File: config.mk
export PLATFORM = sky130hd
export DESIGN_NAME = arb_requester
export DESIGN_NICKNAME = d
export VERILOG_FILES = /design/src/rtl/arb_pkg.sv /design/src/rtl/arb_prio_ager.sv /design/src/rtl/arb_requester.sv
export SDC_FILE = /design/constraint.sdc
export NUM_CORES = 1
export LEC_CHECK = 0
export CORE_MARGIN = 5
export CORE_UTILIZATION = 47
export DETAILED_ROUTE_END_ITERATION = 10
export PLACE_DENSITY = 0.74
export SLEW_MARGIN = 30
export SYNTH_ARGS = -nofsm -noshare
export SYNTH_HDL_FRONTEND = slang
export SYNTH_HIERARCHICAL = 1
export SYNTH_SLANG_ARGS = --single-unit
File: constraint.sdc
create_clock -name clk -period 1.8 [get_ports clk]
set_input_delay 0.18 -clock clk [delete_from_list [all_inputs] [get_ports clk]]
set_output_delay 0.18 -clock clk [all_outputs]
set_load 0.05 [all_outputs]
File: src/rtl/arb_pkg.sv
// Shared definitions for the two-way priority arbiter and its requester clients.
package arb_pkg;

    localparam int PRIO_W = 2;
    localparam logic [PRIO_W-1:0] PRIO_MAX = 2'd3;

    typedef enum logic [1:0] {
        IDLE = 2'd0,
        REQ  = 2'd1,
        HOLD = 2'd2,
        GAP  = 2'd3
    } arb_state_t;

    // Width needed to count 0..n-1, never below one bit.
    function automatic int unsigned cnt_w(input int unsigned n);
        return (n < 2) ? 1 : $clog2(n);
    endfunction

endpackage

File: src/rtl/arb_prio_ager.sv
// Aging priority: counts waiting cycles and bumps a saturating priority every AGE_CYCLES.
module arb_prio_ager
    import arb_pkg::*;
#(
    parameter int                AGE_CYCLES = 8,
    parameter logic [PRIO_W-1:0] BASE_PRIO  = 2'd0
) (
    input  logic              clk,
    input  logic              rst,
    input  logic              load,
    input  logic              en,
    input  logic              restart,
    input  logic              clear,
    output logic [PRIO_W-1:0] prio
);

    localparam int AGE_W = cnt_w(AGE_CYCLES);

    logic [AGE_W-1:0] age_cnt;

    always_ff @(posedge clk or negedge rst) begin
        if (!rst) begin
            age_cnt <= '0;
            prio    <= '0;
        end else if (clear) begin
            age_cnt <= '0;
            prio    <= '0;
        end else if (load) begin
            age_cnt <= '0;
            prio    <= BASE_PRIO;
        end else if (restart) begin
            age_cnt <= '0;
        end else if (en) begin
            if (age_cnt == AGE_W'(AGE_CYCLES - 1)) begin
                age_cnt <= '0;
                if (prio != PRIO_MAX) prio <= prio + PRIO_W'(1);
            end else begin
                age_cnt <= age_cnt + AGE_W'(1);
            end
        end
    end

endmodule

File: src/rtl/arb_requester.sv
// Arbiter client: takes an N-beat job, requests with aging priority, drives bus_en
// for N granted beats, tolerates preemption, and always releases for one GAP cycle.
module arb_requester
    import arb_pkg::*;
#(
    parameter int                LEN_W      = 4,
    parameter logic [PRIO_W-1:0] BASE_PRIO  = 2'd0,
    parameter int                AGE_CYCLES = 8,
    parameter int                MAX_WAIT   = 0
) (
    input  logic              clk,
    input  logic              rst,
    input  logic              job_valid,
    input  logic [LEN_W-1:0]  job_len,
    output logic              job_ready,
    output logic              req,
    output logic [PRIO_W-1:0] prio,
    input  logic              grant,
    output logic              bus_en,
    output logic              done,
    output logic              timeout
);

    localparam int BEATS_W = LEN_W + 1;
    localparam int WAIT_W  = cnt_w(MAX_WAIT);
    localparam logic [BEATS_W-1:0] BEAT_ONE = BEATS_W'(1);

    arb_state_t         state;
    logic [BEATS_W-1:0] beats_left;
    logic [WAIT_W-1:0]  wait_cnt;
    logic               wait_hit;
    logic               last_beat;
    logic               ager_load;
    logic               ager_en;
    logic               ager_restart;
    logic               ager_clear;

    assign job_ready = (state == IDLE);
    assign wait_hit  = (MAX_WAIT != 0) && (wait_cnt == WAIT_W'(MAX_WAIT - 1));
    assign last_beat = (beats_left == BEAT_ONE);

    assign ager_load    = (state == IDLE) && job_valid;
    assign ager_en      = (state == REQ) && !grant;
    assign ager_restart = (state == HOLD) && !grant;
    // Priority drops to zero on the same edge that enters GAP.
    assign ager_clear   = ((state == REQ) && !grant && wait_hit) ||
                          ((state == HOLD) && grant && last_beat);

    arb_prio_ager #(
        .AGE_CYCLES (AGE_CYCLES),
        .BASE_PRIO  (BASE_PRIO)
    ) u_ager (
        .clk     (clk),
        .rst     (rst),
        .load    (ager_load),
        .en      (ager_en),
        .restart (ager_restart),
        .clear   (ager_clear),
        .prio    (prio)
    );

    always_ff @(posedge clk or negedge rst) begin
        if (!rst) begin
            state      <= IDLE;
            req        <= 1'b0;
            bus_en     <= 1'b0;
            done       <= 1'b0;
            timeout    <= 1'b0;
            beats_left <= '0;
            wait_cnt   <= '0;
        end else begin
            done    <= 1'b0;
            timeout <= 1'b0;
            case (state)
                IDLE: begin
                    if (job_valid) begin
                        beats_left <= {1'b0, job_len} + BEAT_ONE;
                        wait_cnt   <= '0;
                        req        <= 1'b1;
                        state      <= REQ;
                    end
                end
                REQ: begin
                    if (grant) begin
                        bus_en <= 1'b1;
                        state  <= HOLD;
                    end else begin
                        wait_cnt <= wait_cnt + WAIT_W'(1);
                        if (wait_hit) begin
                            timeout <= 1'b1;
                            req     <= 1'b0;
                            state   <= GAP;
                        end
                    end
                end
                HOLD: begin
                    // A beat only counts when the grant is still held at the edge.
                    if (!grant) begin
                        bus_en <= 1'b0;
                        state  <= REQ;
                    end else begin
                        beats_left <= beats_left - BEAT_ONE;
                        if (last_beat) begin
                            done   <= 1'b1;
                            req    <= 1'b0;
                            bus_en <= 1'b0;
                            state  <= GAP;
                        end
                    end
                end
                GAP: begin
                    state <= IDLE;
                end
                default: begin
                    state <= IDLE;
                end
            endcase
        end
    end

endmodule

==> summary.txt <==
first-pass GRT wire length - 4.02 mm
Syn Std Cell Area - 971 µm²
internal power - 0.952 mW
critical path class - flop to flop
Final Cycle Share - 0.956
clock power share - 0.120
measured slew at the worst slew-check pin - 0.517 ns
GPL Wtd Cong - 0.862
Yosys reg bits - 15
most common cell after layout, fill and taps aside - dfrtp_1
drt total wl - 2.26 mm
DR vias/cell - 5.52
reg2reg start - beats_left[1]$_DFFE_PN0P_
leading area contributor after synthesis - dfrtp_1
initial antenna violation count - 0
CTS tree - yes
Combinational Power Share - 0.557
Avg Inst Size Synth - 9.81 µm²
Die Wd - 55.5 µm
CTS buffer count - 3
Setup crit end kind - flop
final instance area - 1240 µm²
DR WL/cell - 14.9 µm
via count - 834
top area cells in the synthesized netlist - dfrtp_1 (39%), ha_1 (7.7%), mux2_2 (3.5%), a21oi_1 (3.1%), mux2i_1 (3.1%)
Tmin final - 1.72 ns
worst relative slew slack - 0.646
Yosys cell types - 43
Area after DPL - 1210 µm²
Diodes inserted - 0
nets@finish - 139
initial DRC count - 5
final clock skew - 0.00989 ns
LEAKAGE - 0.555 nW
hpwl dp - 1.75 mm
Yosys top cell area share - 0.387
CP arrival - 1.91 ns
Critical Path Start - beats_left[1]$_DFFE_PN0P_
synthesized instance count - 99
Hold Path Class - input port to async pin
area grow syn2layout - 27.7%
GR Overflow Total - 0
CTS Root Cell - clkbuf_4
P_sw - 0.723 mW
sequential share of power - 0.323
Overall Power - 1.68 mW
top fanout value on the critical path - 5
htree depth - 1
Sw Share - 0.432
Clock transition at path regs - 0.10 ns
area occupied by multi-input gates - 548 µm²
post-CTS resize count - 1
Finished Layout Cells - 151
Peak VDD IR - 1.05 mV
Synth Warn # - 6
Req. time, crit path - 1.99 ns
total die area - 3070 µm²
hold_buf cts - 0
run status - completed
Final Max Slew Viols - 0
share of layout cells above drive strength 1 - 0.218
largest net degree at the start of global routing - 16
# fillers - 178
clk buf depth - 2
Max-cap violations - 0
# Post-CTS Setup Buffers - 0
sequential element share of the synthesized area - 0.387
io pins - 15
Die H - 55.5 µm
IO Port Bufs - 13
most frequent cells in the layout - dfrtp_1 (15), clkdlybuf4s50_1 (12), buf_4 (12)
register area - 375 µm²
router iterations before antenna repair - 3
Power Density - 1350 nW/µm²
# DRC - 0
clk_lat worst skew - 0.29 ns
Initial Util - 0.495
CORE AREA - 1960 µm²
All-Layer GR Usage - 0.162
Antenna Nets Post-Route - 0
fmax - 581 MHz
Final setup viols - 0
vias in the first global route - 899
Cells after DPL - 147
Synth Net Count - 113
clk sinks - 15
Row Count - 16
CP startpoint kind - flop
Hold Fails Final Rpt - 0
RSZ-0062 raised after global routing - no
[cells by family (layout without fill, tap and decap cells)]
family | Yosys count | in the layout | synth area share
and+or+nand+nor | 34 | 34 | 0.224
AOI/OAI and AO/OA | 25 | 25 | 0.177
DFF | 15 | 15 | 0.387
buffers and inverters | 11 | 36 | 0.0567
adders and majority gates | 6 | 6 | 0.0773
muxes | 6 | 6 | 0.0657
other | 1 | 1 | 0.00386
xor gates and xnor gates | 1 | 1 | 0.00902
[through the flow]
stage	utilization	hold WS [ns]	setup TNS [ns]	setup WS [ns]
after floorplan	-	-0.116	0	0.0510
after global placement	0.615	0.517	0	0.0844
after detailed placement	0.615	0.517	-0.0103	-0.0103
after CTS	0.629	0.192	0	0.0476
after global routing	0.632	0.203	0	0.0166
final	0.632	0.188	0	0.0794
[synth_stat cells, drive strengths merged]
cell and count:
dfrtp 15, nor2 8, a21oi 7, inv 7, ha 6, nor3b 5
buf 4, nand2b 4, a31oi 3, mux2 3, mux2i 3, nand2 3
o22ai 3, a2111oi 2, nor3 2, o211ai 2, or3 2, or3b 2
a211oi 1, a21boi 1, a21o 1, a22o 1, a311oi 1, a31o 1
and2b 1, and4bb 1, conb 1, nand3 1, nand3b 1, nand4 1
nor4 1, nor4b 1, o21ai 1, o2bb2ai 1, or4b 1, xor2 1
[critical path, cell delays in order (launching register included)]
cell and delay [ns]:
dfrtp_1 0.39, inv_1 0.08, ha_1 0.13, or4b_4 0.48, nor2_4 0.17, nor3b_1 0.08
mux2_2 0.28
[per-layer routing]
metal  global-route usage  vias up  share of wire
met5                    0        -              0
met4               0.0521        0          0.017
met3               0.0373        5          0.027
met2                0.284       12           0.51
met1                0.195      399           0.45
li1                     -      418              -
[registers in the layout (all words and copies together) (netlist names)]
signal          flops
beats_left          5
u_ager/age_cnt      3
state               2
u_ager/prio         2
bus_en              1
done                1
req                 1
[power by group through the flow]
stage	combinational, mW	clock, mW	sequential [mW]
after floorplan	0.504	0	0.605
final	0.933	0.201	0.542
after CTS	0.927	0.208	0.542
after global placement	0.898	0	0.543
after detailed placement	0.924	0	0.549
after global routing	1.03	0.222	0.556
[worst paths after layout]
check,slack [ns],depth (start not counted),end
setup / recovery,0.08,6,u_ager/prio[1]$_DFFE_PN0P_
hold / removal,0.19,2,u_ager/age_cnt[1]$_DFFE_PN0P_
setup reg to reg,0.08,6,u_ager/prio[1]$_DFFE_PN0P_
hold reg to reg,0.54,2,u_ager/age_cnt[1]$_DFFE_PN0P_
max in group asynchronous,1.43,2,beats_left[0]$_DFFE_PN0P_
min in group clk,0.54,2,u_ager/age_cnt[1]$_DFFE_PN0P_
[layout make-up]
cell class,instances,area share
clock buffer,4,0.0212
inverter,7,0.0212
multi-input combinational,73,0.442
sequential,15,0.303
tap,27,0.0272
timing repair buffer,25,0.186
Power figures use the tool's default switching activity.
